**src/rtl/inv_shiftrows_stage.sv**
```systemverilog
// rtl/inv_shiftrows_stage.sv - AES InvShiftRows permutation feeding a 2-entry elastic buffer
// Each buffer entry holds {permuted state, last tag}; the head entry drives the outputs directly.
module inv_shiftrows_stage (
  input  logic         clk,
  input  logic         rst,
  input  logic         in_valid,
  output logic         in_ready,
  input  logic [127:0] data_in,
  input  logic         in_last,
  output logic         out_valid,
  input  logic         out_ready,
  output logic [127:0] data_out,
  output logic         out_last
);

  logic [128:0] r_mem [2];
  logic         r_wptr;
  logic         r_rptr;
  logic [1:0]   r_count;

  logic [127:0] w_perm;
  logic         w_push;
  logic         w_pop;

  // Row r is rotated right by r columns: output byte k takes input byte
  // 0,13,10,7, 4,1,14,11, 8,5,2,15, 12,9,6,3 for k = 0..15.
  assign w_perm = {data_in[127:120], data_in[23:16],   data_in[47:40],  data_in[71:64],
                   data_in[95:88],   data_in[119:112], data_in[15:8],   data_in[39:32],
                   data_in[63:56],   data_in[87:80],   data_in[111:104], data_in[7:0],
                   data_in[31:24],   data_in[55:48],   data_in[79:72],  data_in[103:96]};

  // Ready depends only on registered occupancy and reset, never on out_ready.
  assign in_ready  = (r_count != 2'd2) && !rst;
  assign out_valid = (r_count != 2'd0);
  assign w_push    = in_valid && in_ready;
  assign w_pop     = out_valid && out_ready;

  assign {data_out, out_last} = r_mem[r_rptr];

  always_ff @(posedge clk) begin
    if (rst) begin
      r_mem[0] <= '0;
      r_mem[1] <= '0;
      r_wptr   <= 1'b0;
      r_rptr   <= 1'b0;
      r_count  <= 2'd0;
    end else begin
      if (w_push) begin
        r_mem[r_wptr] <= {w_perm, in_last};
        r_wptr        <= ~r_wptr;
      end
      if (w_pop) begin
        r_rptr <= ~r_rptr;
      end
      if (w_push && !w_pop) begin
        r_count <= r_count + 2'd1;
      end else if (w_pop && !w_push) begin
        r_count <= r_count - 2'd1;
      end
    end
  end

endmodule

```
**config.mk**
```make
export PLATFORM = sky130hd
export DESIGN_NAME = inv_shiftrows_stage
export DESIGN_NICKNAME = d
export VERILOG_FILES = /design/src/rtl/inv_shiftrows_stage.sv
export SDC_FILE = /design/constraint.sdc
export NUM_CORES = 1
export LEC_CHECK = 0
export CORE_ASPECT_RATIO = 1.75
export CORE_MARGIN = 2
export CORE_UTILIZATION = 50
export DETAILED_ROUTE_END_ITERATION = 10
export GPL_TIMING_DRIVEN = 0
export PLACE_DENSITY = 0.8
export SYNTH_ARGS = -nofsm -noshare
export SYNTH_HDL_FRONTEND = slang
export SYNTH_SLANG_ARGS = --single-unit
```
**constraint.sdc**
```tcl
create_clock -name clk -period 7.9 [get_ports clk]
set_clock_uncertainty 0.15 [all_clocks]
set_input_delay 1.975 -clock clk [delete_from_list [all_inputs] [get_ports clk]]
set_output_delay 1.975 -clock clk [all_outputs]
set_load 0.02 [all_outputs]
```
# == Yosys cells after proc, flatten, opt, wreduce, memory -nomap -nowiden ==
# Memory sizes are Yosys's and may differ from the RTL's. A register that Yosys moved wholly into a read port is not among the register bits.
# Cells that the tools add are included.
# classes
addsub,2
n_mul,0
div_mod_pow,0
n_lt_le_gt_ge,0
n_eq_ne,1
shifts,0
n_mux,12
bitwise_logic,2
reduce_logical,11
# ops
cell,n
$mux 129,1
$reduce_or 129->1,1
$mux 1,9
$logic_and 1x1->1,5
$mux 2,2
$reduce_bool 2->1,2
$logic_not 1->1,3
$add 2x1->2 const B,1
$ne 2x2->1 const B,1
$not 1->1,2
$sub 2x1->2 const B,1
# totals
reg_bits,4
latchBits,0
ram_bits,258
rom_bits,0
inputBits,133
output_inout_bits,131
elab_cells,32
n_memories,1
# memory_table
memory,depth,word_bits,rd,rd_ports_with_merged_regs,write_ports,line,source
r_mem,2,129,1,1,2,16,logic [128:0] r_mem [2];

# == Longest topological paths before layout ==
# Gate-level depths: netlist (run 1).
# logic_depth
ltp_word,8
mapped_depth,7
mapped_depth_nobuf,6

# == Worst setup path after synthesis (run 1) ==
# OpenSTA, ideal clock, no wires.
# synth_path
path_kind,input-to-reg
from,in in_valid
to,mem r_mem[0][0] (enable)
setup_ps,510
arrival_ps,5500
setup_slack_ps,1740
cell_stages,4
path_cell_list,clkbuf_1 inv_1 or3_1 nand2b_1
# synth_lines
item,line,source
start: declaration,6,"input logic in_valid,"
end: declaration,16,

# == Worst setup path in the final report (run 1) ==
# layout_path
from,in rst
to,out in_ready
# layout_between
elab_chain_len,2
# layout_rtl
item,line,source
start: declaration,5,"input logic rst,"
$logic_not 1->1,33,assign in_ready = (r_count != 2'd2) && !rst;
$logic_and 1x1->1,33,
end: declaration,7,"output logic in_ready,"
# Every way passes these cells.

==> run summary, run 1 <==
The DRC violation count after routing came out at 0. The first-pass detailed-route iteration total is 5. The switching power of the nets is 1.43 mW. Yosys printed 0 warnings. The global-route track usage on met3 is 0.0435. Internal power comes to approximately 3.3 mW.

The count of pins on the block boundary came out at 264. At the pin with the least slew margin, the transition time is 791 ps. The routed layout has around 7,600 vias. Of the total power, the clock network draws 0.250. The initial antenna violation count is 7.

The width of the chip is ~120 um. The count of port buffers added during placement came out at ~260. Post-CTS timing repair inserted 0 buffers for setup. The final count of hold timing violations is 0. Across all setup checks in the final design, the least slack found is between 2000 and 2500 ps.

The data required time of the worst path came out at 5780 ps. The share of total power dissipated in sequential elements is 0.394. Setup repair after global routing left no endpoint under its margin. The clock slew at the register clock pins of the worst setup and hold paths is roughly 60 ps.

The cell accounting for the most synthesized area is sky130_fd_sc_hd__edfxtp_1. The number of core rows is 72. From synthesis to final layout, the design area changed by 35.0%. In this run the cell area of the synthesized design comes to 11,200 um^2.

Summing internal, switching and leakage power gives between 4 and 5 mW. Across the VDD grid, the largest voltage drop is between 0.0002 and 0.00025 V. The maximum buffer depth of the clock tree came out at 3.

In this run, CTS created clock tree buffers numbering 24. The number of maximum-capacitance constraint violations came out at 0. met2 is the most crowded layer. The number of max-slew violations in the final report was 0. Measured against its own limit, the worst slew margin works out to 0.473. The post-placement setup slack is approximately 2300 ps. The synthesized net count is between 900 and 1,000.

In the global route stage, met2 resource usage came out at 0.441. The first global-routing pass estimated ~41,000 um of wire. In the post-synthesis netlist, the biggest area contributors are sky130_fd_sc_hd__edfxtp_1, sky130_fd_sc_hd__mux2_2, sky130_fd_sc_hd__nor2_1. The leftover overflow at the end of global routing is 0. The post-synthesis cell type count came out at 20.

The type of destination of the critical path is an output pin. The initial DRC count is 411. The worst setup path is launched from an input pin.

In the final layout, the share of cells above drive strength 1 is 0.180. The region available for standard cell placement spans 22,100 um^2. The net total in the final layout came out at roughly 1,300.

The via count of the first global-routing pass was 7,980. The hold-fix buffer count after cts came out at 0. The HPWL after detailed placement came out at approximately 19,000 um. The worst setup path is of the in2out kind. The wire length per cell after detailed routing is roughly 18 um.

The fraction of post-synthesis cell area in the top cell type by area is 0.689. The total die area came out at between 20,000 and 25,000 um^2. The most numerous cell in the Yosys netlist is sky130_fd_sc_hd__nor2_1. At the end of routability-driven placement, the weighted congestion stood at about 0.80.

The min-delay analysis places its worst path in the category reg2reg. The timing-limited maximum frequency came out at ~0.18 GHz. The largest fanout of any net on the critical path came out at 10.

The register bit total from synthesis came out at roughly 260. The number of instances in the synthesized netlist is 861. The number of synthesized flops with an enable pin came out at 258. The share of the cycle needed by the critical path after routing is 0.710. Power spread over the standard cell area amounts to just over 300 nW/um^2.

The tightest hold path in the finished design has a slack of ~350 ps. The count of nets left with antenna violations after detail routing came out at 0. The synthesized area divided by synthesized cell count came out at between 10 and 15 um^2. The root buffer selected by CTS is sky130_fd_sc_hd__clkbuf_16. The chip height is approximately 200 um. The register area share after synthesis came out at 0.698.

For met1 alone, demand over resource in global routing was 0.220. Among all flip-flop cells after synthesis, the most frequent one is sky130_fd_sc_hd__edfxtp_1. The worst path arrival time is 3480 ps.

The minimum clock period is roughly 5600 ps. The setup violation total in the final timing report came out at 0. Of the total power, the share spent switching nets is 0.305.

The combinational power share is 0.356. The initial cell density of the core is 0.509. The global-route total usage across every layer came out at 0.223. The deepest level of the CTS H-tree is 1. Once the clock tree was built, the resizer swapped 0 gates to a different size. By count the netlist is led by sky130_fd_sc_hd__nor2_1, sky130_fd_sc_hd__edfxtp_1, sky130_fd_sc_hd__mux2_2, sky130_fd_sc_hd__nand2_1, sky130_fd_sc_hd__buf_2. The flow ran to the end, and the final reports show no timing, DRC or antenna violations.

The maximum number of pins on one net before global-route repair is slightly above 60. The area of all placed cells without fillers is approximately 15,000 um^2. The via-per-instance ratio is between 5 and 6. The clock insertion delay at the later pin of the skew report came out at just over 500 ps. The total wire length is 27,100 um. In the synthesized netlist the async set-or-reset flop fraction comes to 0. In this run the static leakage power is 5.73 nW. In this run the cell area measured after placement is approximately 14,000 um^2. The clock sink total came out at 263. The TritonCTS clock tree is yes. The final core utilization is 0.687.
state kept, by name, summed over array words and instances (netlist names), named ones only:
| register | cells |
|---|---|
| r_mem | 258 |
| r_count | 2 |
| r_wptr | 1 |
| r_rptr | 1 |
critical path, stage by stage:
cell	delay (ps)
sky130_fd_sc_hd__clkdlybuf4s50_1	470
sky130_fd_sc_hd__clkbuf_1	350
sky130_fd_sc_hd__nor2_1	120
sky130_fd_sc_hd__clkdlybuf4s50_1	560
metrics by stage:
step,instances,setup TNS (ps)
after floorplan,861,0
after global placement,1419,-55420
after detailed placement,1423,0
after CTS,1467,0
after global routing,1471,0
final,1471,0
layout make-up:
class,count,area [um^2]
flip-flops and latches,263,7850
inverters,1,3.75
diodes,4,10.0
plain buffers,58,340
clock inverters,16,164
well taps,296,370
multi-input cells,539,3070
fillers,1612,6900
clock buffers,28,637
repair buffers,266,2730
cell families after synthesis:
logic type | after synthesis | share of synthesized area
flip-flops | 263 | 0.698
AO/OA/AOI/OAI | 6 | 0.00301
buffers and inverters | 59 | 0.0306
XOR/XNOR | 3 | 0.00234
adder cells (fa/ha/maj) | 1 | 0.00111
multiplexers | 129 | 0.129
AND/OR/NAND/NOR | 400 | 0.136
per-layer routing:
metal	up-vias	share of wire
met4	6	0.043
met3	75	0.052
met2	244	0.56
li1	3563	-
met5	-	0.0016
met1	3679	0.34
worst paths after layout:
path / slack, ps / end / from / cells past startpoint
worst min register to register: 350 / register / r_rptr / 2
worst max-delay path: 2290 / in_ready / rst / 4
worst min-delay path: 350 / register / r_rptr / 2
worst max register to register: 5710 / r_mem[0][54] / r_count[0] / 4
placed cells by master, fill, tap and decap left out, types with 4 or more instances in the layout:
master / Yosys / routed
sky130_fd_sc_hd__mux2_2: 129 / 129
sky130_fd_sc_hd__clkbuf_1: 20 / 23
sky130_fd_sc_hd__buf_2: 26 / 26
sky130_fd_sc_hd__diode_2: 0 / 4
sky130_fd_sc_hd__clkdlybuf4s50_1: 0 / 262
sky130_fd_sc_hd__nor2_1: 262 / 262
sky130_fd_sc_hd__buf_16: 0 / 4
sky130_fd_sc_hd__nand2_1: 129 / 129
sky130_fd_sc_hd__buf_6: 12 / 12
sky130_fd_sc_hd__clkinv_1: 0 / 4
sky130_fd_sc_hd__clkinv_2: 0 / 5
sky130_fd_sc_hd__clkbuf_16: 0 / 25
sky130_fd_sc_hd__dfxtp_1: 5 / 5
sky130_fd_sc_hd__edfxtp_1: 258 / 258
power by group through the flow:
stage / logic, mW / registers (mW) / clock network (mW)
after floorplan: 0.945 / 1.87 / 0
after global routing: 1.77 / 1.87 / 1.23
after global placement: 1.65 / 1.89 / 0
final: 1.67 / 1.85 / 1.17
after detailed placement: 1.68 / 1.88 / 0
after CTS: 1.69 / 1.85 / 1.19
No activity file was read; power rests on OpenSTA's default activity.
==> run 2, diff against run 1 <==
--- a/config.mk
+++ b/config.mk
@@ -7,10 +7,10 @@
 export LEC_CHECK = 0
 export CORE_ASPECT_RATIO = 1.75
 export CORE_MARGIN = 2
-export CORE_UTILIZATION = 50
+export CORE_UTILIZATION = 45
 export DETAILED_ROUTE_END_ITERATION = 10
 export GPL_TIMING_DRIVEN = 0
-export PLACE_DENSITY = 0.8
+export PLACE_DENSITY = 0.76
 export SYNTH_ARGS = -nofsm -noshare
 export SYNTH_HDL_FRONTEND = slang
 export SYNTH_SLANG_ARGS = --single-unit
==> constraint.sdc (replaced) <==
create_clock -name clk -period 4.85 [get_ports clk]
set_clock_uncertainty 0.15 [all_clocks]
set_input_delay 1.2125 -clock clk [delete_from_list [all_inputs] [get_ports clk]]
set_output_delay 1.2125 -clock clk [all_outputs]
set_load 0.02 [all_outputs]
==> run summary, run 2 (same netlist as run 1, synthesis figures left out) <==
The run finished with clean final reports. The count of port buffers added during placement is 262. The HPWL after detailed placement came out at 18,700 um. The buffers inserted during post-CTS setup optimization is 0. The post-placement setup slack came out at between 800 and 900 ps. The clock slew at the register clock pins of the worst setup and hold paths came out at 70 ps. The net total in the final layout is between 1,000 and 1,500. STA classifies the critical path endpoint as an output pin.

The startpoint identified for the worst hold timing path is r_rptr. The count of buffer and inverter cells on the critical path came out at 3. For this run, design rule violations remaining after detail routing come to 0. The wire length of the first global-routing pass came out at between 30,000 and 40,000 um.

TritonCTS built the clock tree. The overall power of the completed layout came out at 7.41 mW. Of the total power, the share spent switching nets is 0.308. In this run the number of H-tree levels came out at 1. In this run, CTS created clock tree buffers numbering 23. Setup repair after global routing left no endpoint under its margin.

In the post-route analysis, the smallest setup slack over all paths is between 700 and 800 ps. The register-to-register path setup slack came out at between 2000 and 3000 ps. The via-per-instance ratio is about 5.0.

The leakage component of the power is between 5 and 6 nW. The number of non-filler instances in the completed layout came out at roughly 1,500. The maximum buffer depth of the clock tree is 3. The largest fanout of any net on the critical path came out at 10. The area after detailed placement came out at around 14,000 um^2. The timing-limited maximum frequency is ~0.25 GHz.

The minimum clock period is 4080 ps. In this run, the number of DRC markers left after iteration 0 of detailed routing was around 430. Counting instances, the worst hold path has a depth of 2.

The number of core rows is between 70 and 80. The transition at the pin with the smallest max-transition slack came out at 825 ps. The area of all placed cells without fillers is 15,100 um^2. Entering global routing, the biggest net connects 54 pins.

The tree is rooted in a sky130_fd_sc_hd__clkbuf_16. The first-pass detailed-route iteration total came out at 5. The synthesis-to-finish area growth is 34.0%. In this run the critical register-to-register path is launched from r_count[0].

The fraction of final layout cells with drive strength greater than 1 is 0.178. For this design the ratio of total power to cell area is around 500 nW/um^2. Including well taps, the total number of placed cells is 1,439.

The setup violation total in the final timing report is 0. From left edge to right edge, the die measures approximately 120 um. The number of gates resized after CTS was 0.

By startpoint and endpoint, the worst setup path is classified as reg2out. The headroom to the max-slew limit came out at 0.450. The number of maximum-capacitance constraint violations is 0.

The number of fill cells came out at around 2,000. In this run the critical register-to-register path is captured at r_mem[0][69]. The register with the most flip-flops in the final layout is r_mem. Of the total power, the clock network draws 0.228. The worst path arrival time came out at 2710 ps.

The total wire length came out at 26,400 um. Cell internal power was estimated by the tool at 5.13 mW. In the finished design, the share of the clock period the worst path needs comes to 0.840.

The hold-fix buffer count after cts came out at 0. On the critical path the largest part of the delay comes from buffers and inverters. The data required time of the worst path is 3490 ps. The clock reaches the later pin of the worst-skew pair after roughly 500 ps.

The sequential cell area is 7850 um^2. The initial cell density of the core is 0.456. The register with the most flip-flops in the layout has between 200 and 300 of them. The worst reg-to-reg path cell count is 4.

The combinational power share came out at 0.366. The number of max-slew violations in the final report came out at 0. The largest registers in the layout are r_mem x258, r_count x2. The worst setup path is launched from a register.

The switching power of the nets is 2.28 mW. The initial antenna violation count is 3. The worst-case IR drop observed on VDD is 0.000373 V. The area used by multi-input combinational logic came out at slightly above 3000 um^2. The routability-driven placement congestion ratio came out at ~0.79.

The wire length per cell after detailed routing came out at between 15 and 20 um. The fraction of power consumed by sequential logic came out at 0.406. Walking the worst path, the cells encountered are clkbuf_1 -> buf_2 -> mux2_2 -> clkdlybuf4s50_1.

The total area inside the core boundary comes to around 25,000 um^2. The leftover overflow at the end of global routing is 0. The clock sink total came out at 263. The routed layout has ~7,400 vias.

The via count of the first global-routing pass came to just under 8,000. The chip height came out at roughly 210 um. The count of pins on the block boundary came out at 264. The count of nets left with antenna violations after detail routing came out at 0. The slowest stage of the critical path is the sky130_fd_sc_hd__clkdlybuf4s50_1 cell. The final count of hold timing violations is 0. The global-route total usage across every layer came out at 0.197. The delay of the slowest critical-path stage is approximately 590 ps. In the layout the commonest cells are sky130_fd_sc_hd__nor2_1, sky130_fd_sc_hd__clkdlybuf4s50_1, sky130_fd_sc_hd__edfxtp_1, sky130_fd_sc_hd__mux2_2, sky130_fd_sc_hd__nand2_1. The tightest min-delay check is of the reg2reg type. The total die area came out at between 20,000 and 30,000 um^2.
-- run 2: cell count changes in the layout (fill, tap and decap cells not counted), moves of 2 or more --
cell | before | now
sky130_fd_sc_hd__clkinv_4 | 2 | 0
sky130_fd_sc_hd__clkbuf_16 | 25 | 23
sky130_fd_sc_hd__diode_2 | 4 | 1
sky130_fd_sc_hd__bufinv_16 | 3 | 1
sky130_fd_sc_hd__clkinv_2 | 5 | 8
-- run 2: routing by layer --
layer / vias up / GRT usage / wire, um
li1: 3555 / - / -
met1: 3588 / 0.201 / 8900
met2: 235 / 0.388 / 15100
met3: 61 / 0.0323 / 1420
met4: 4 / 0.0768 / 1010
met5: - / 0 / 28
-- run 2: final cells by class --
type,count,area share
diodes,1,0.000166
plain buffers,58,0.0226
clock buffers,26,0.0390
clock inverters,14,0.00640
inverters,1,0.000249
multi-input cells,539,0.204
flip-flops and latches,263,0.521
well taps,312,0.0259
repair buffers,266,0.181
-- run 2: power groups by stage --
stage | sequential (mW) | combinational, mW | clock, mW
final | 3.01 | 2.71 | 1.69
after global placement | 3.06 | 2.70 | 0
after detailed placement | 3.06 | 2.74 | 0
after floorplan | 3.04 | 1.54 | 0
after global routing | 3.04 | 2.88 | 1.82
after CTS | 3.01 | 2.76 | 1.73
-- run 2: worst max path at each step --
stage | to | from | depth (start not counted) | slack (ps)
after CTS | data_out[98] | register | 4 | 650
after detailed placement | in_ready | rst | 4 | 810
after floorplan | r_mem[1][0] | in_valid | 3 | 800
after global placement | r_mem[1][51] | in_valid | 3 | -600
after global routing | data_out[98] | register | 4 | 600
final | data_out[35] | register | 4 | 770
-- run 2: per-stage QoR --
stage / utilization / TNS, ps / hold WS [ps]
after global placement: 0.579 / -137300 / 338
after CTS: 0.611 / 0 / 359
final: 0.611 / 0 / 356
after global routing: 0.611 / 0 / 403
after floorplan: - / 0 / 322
after detailed placement: 0.584 / 0 / 346
-- run 2: worst register-to-register path, delay by kind of cell (launching register included) --
kind          cells  cell delay [ps]
simple gates      3              980
flops             1              440
buf+inv           1              340
==> run 3, diff against run 2 <==
==> constraint.sdc (replaced) <==
create_clock -name clk -period 3.4 [get_ports clk]
set_clock_uncertainty 0.15 [all_clocks]
set_input_delay 0.85 -clock clk [delete_from_list [all_inputs] [get_ports clk]]
set_output_delay 0.85 -clock clk [all_outputs]
set_load 0.02 [all_outputs]
==> run summary, run 3 (same netlist as run 1, synthesis figures left out) <==
For this design, the slowest cell found on the critical path is sky130_fd_sc_hd__clkdlybuf4s50_1. The met2 global-route usage is 0.386. Of the cells placed in the final design, the portion with a size suffix greater than 1 is 0.176.

The flip-flop count of the largest register after layout came out at 258. The deepest level of the CTS H-tree came out at 1. Setup repair after global routing could not meet its margin everywhere. The via count of the first global-routing pass is 7,671.

The share of the cycle needed by the critical path after routing is 0.980. The initial DRC count came out at 422. In the layout the commonest cells are sky130_fd_sc_hd__nor2_1, sky130_fd_sc_hd__clkdlybuf4s50_1, sky130_fd_sc_hd__edfxtp_1, sky130_fd_sc_hd__mux2_2, sky130_fd_sc_hd__nand2_1.

The wire length per cell after detailed routing is 18.3 um. Walking the worst path, the cells encountered are clkbuf_4 -> buf_2 -> mux2_2 -> clkdlybuf4s50_1. The transition at the pin with the smallest max-transition slack came out at slightly below 800 ps.

Input and output buffers added on the ports amount to around 260. The number of max-slew violations in the final report is 0. For the worst setup path, the data required time is 2400 ps. The routability-driven placement congestion ratio is approximately 0.80. For this run, the post-layout net count is 1,286. The width of the chip is roughly 120 um.

The largest fanout of any net on the critical path is 10. The flow ran to the end, and the final reports show no timing, DRC or antenna violations. In this run the static leakage power is roughly 5.7 nW.

The core footprint is 24,600 um^2. The maximum buffer depth of the clock tree came out at 3. The met1 demand-to-capacity share in global routing came out at 0.209. After floorplanning, the core was divided into 76 placement rows. The via-per-instance ratio is roughly 5. The root buffer selected by CTS is sky130_fd_sc_hd__clkbuf_16. The delay of the slowest critical-path stage is roughly 550 ps.

The power per cell area is between 700 and 800 nW/um^2. The first global-routing pass estimated 40,200 um of wire. For met3 alone, demand over resource in global routing was 0.0342. The leftover overflow at the end of global routing came out at 0. The count of buffer and inverter cells on the critical path is 3.

STA classifies the critical path startpoint as a register. Before antenna repair, the detailed router went through 4 iterations. The chip height is roughly 210 um. The headroom to the max-slew limit is 0.476. The finished layout holds approximately 1,500 standard cells, fillers aside. The completed layout was analyzed and its total power is 10.6 mW. The initial antenna violation count was 7. After detailed routing, the number of remaining DRC violations is 0.

TritonCTS built the clock tree. The worst hold-check path type is reg2reg. In the final layout, the registers with the most flip-flops are r_mem x258, r_count x2. The setup violation total in the final timing report came out at 0. The maximum vdd ir drop came out at between 0.0005 and 0.0006 V. The vias after detailed routing is approximately 7,400. The maximum number of pins on one net before global-route repair came out at 64. The number of maximum-capacitance constraint violations is 0. The clock insertion delay at the later pin of the skew report is around 500 ps. In this run the most used layer during global routing was met2. Clock-pin slew was measured on the worst setup and hold paths at 60 ps. The HPWL after detailed placement is ~19,000 um. The category of cells accounting for the largest share of critical-path delay is buffers and inverters.

Derived from the worst setup path, the maximum achievable clock frequency is approximately 0.3 GHz. The final count of hold timing violations came out at 0. The register with the most flip-flops is r_mem. The setup path with the least slack is of type reg2out. The clock sink total is about 260.

The worst path arrival time is around 2300 ps. The global-route total usage across every layer is 0.201. The minimum clock period came out at 3330 ps.

The routed design has between 20,000 and 30,000 um of wire. The worst setup path is captured at an output pin. For this configuration, the core starts out at a cell density of 0.456.

The detail route stage leaves a number of antenna-violating nets equal to 0. The buffers inserted during post-CTS setup optimization is 0. The total die area came out at roughly 26,000 um^2.

The clock buffer count from CTS came out at 23. The synthesis-to-finish area growth came out at 34.4%. Leaving out fill and tap cells, the most frequent cell in the layout is sky130_fd_sc_hd__nor2_1. The number of placed instances, taps included came out at around 1,400.

Pin placement for this block handled ~260 I/O pins.
-- run 3: cell count changes in the layout (fill, tap and decap cells not counted), sizes merged --
cell / previous run / this run
buf: 42 / 40
clkbuf: 46 / 55
clkdlybuf4s50: 262 / 261
clkinv: 11 / 4
clkinvlp: 2 / 0
diode: 1 / 7
dlymetal6s2s: 0 / 1
-- run 3: stage by stage --
stage	area (um^2)	utilization	setup slack, ps	hold WS (ps)	TNS [ps]
6_report	15100	0.613	68.3	361	0
5_1_grt	15100	0.613	-42.0	401	-1260
4_1_cts	15100	0.612	8.55	367	0
3_5_place_dp	14400	0.584	-100	342	-4530
3_3_place_gp	14300	0.579	-551	334	-119060
2_1_floorplan	11300	-	454	322	0
-- run 3: per-layer routing --
metal,wire length [um],vias to the layer above
met5,11,-
li1,-,3547
met4,997,2
met1,9480,3601
met2,15300,206
met3,1310,61
-- run 3: layout make-up --
| cell class | count | area (um^2) |
|---|---|---|
| multi-input cells | 539 | 3070 |
| flip-flops and latches | 263 | 7850 |
| plain buffers | 58 | 360 |
| inverters | 1 | 3.75 |
| diodes | 7 | 17.5 |
| repair buffers | 266 | 2740 |
| clock inverters | 5 | 48.8 |
| well taps | 312 | 390 |
| fillers | 1964 | 9530 |
| clock buffers | 33 | 633 |
-- run 3: timing repair --
item	in CTS	in global routing
hold buffers	0	0
resized for setup	7	3
pin swaps	0	0
endpoints found under the setup margin	115	78
-- run 3: path summary, 6_finish.rpt --
path                                       to        from  slack, ps  cells after the start
worst max-delay path             data_out[76]    register         70                      4
worst min-delay path                 register      r_rptr        360                      2
worst max register to register  r_mem[1][120]  r_count[0]       1100                      4
worst min register to register       register      r_rptr        360                      2
-- run 3: worst min-delay path: stages (launching register included) --
cell	delay (ps)
sky130_fd_sc_hd__dfxtp_1	330
sky130_fd_sc_hd__xor2_1	80
sky130_fd_sc_hd__nor2_1	70
-- run 3: report_power, final --
| group | internal, mW | leakage (nW) | switching [mW] |
|---|---|---|---|
| Sequential | 4.16 | 2.78 | 0.126 |
| Clock | 1.36 | 0.335 | 1.09 |
| Combinational | 1.86 | 2.58 | 2.04 |
| Total | 7.38 | 5.69 | 3.26 |
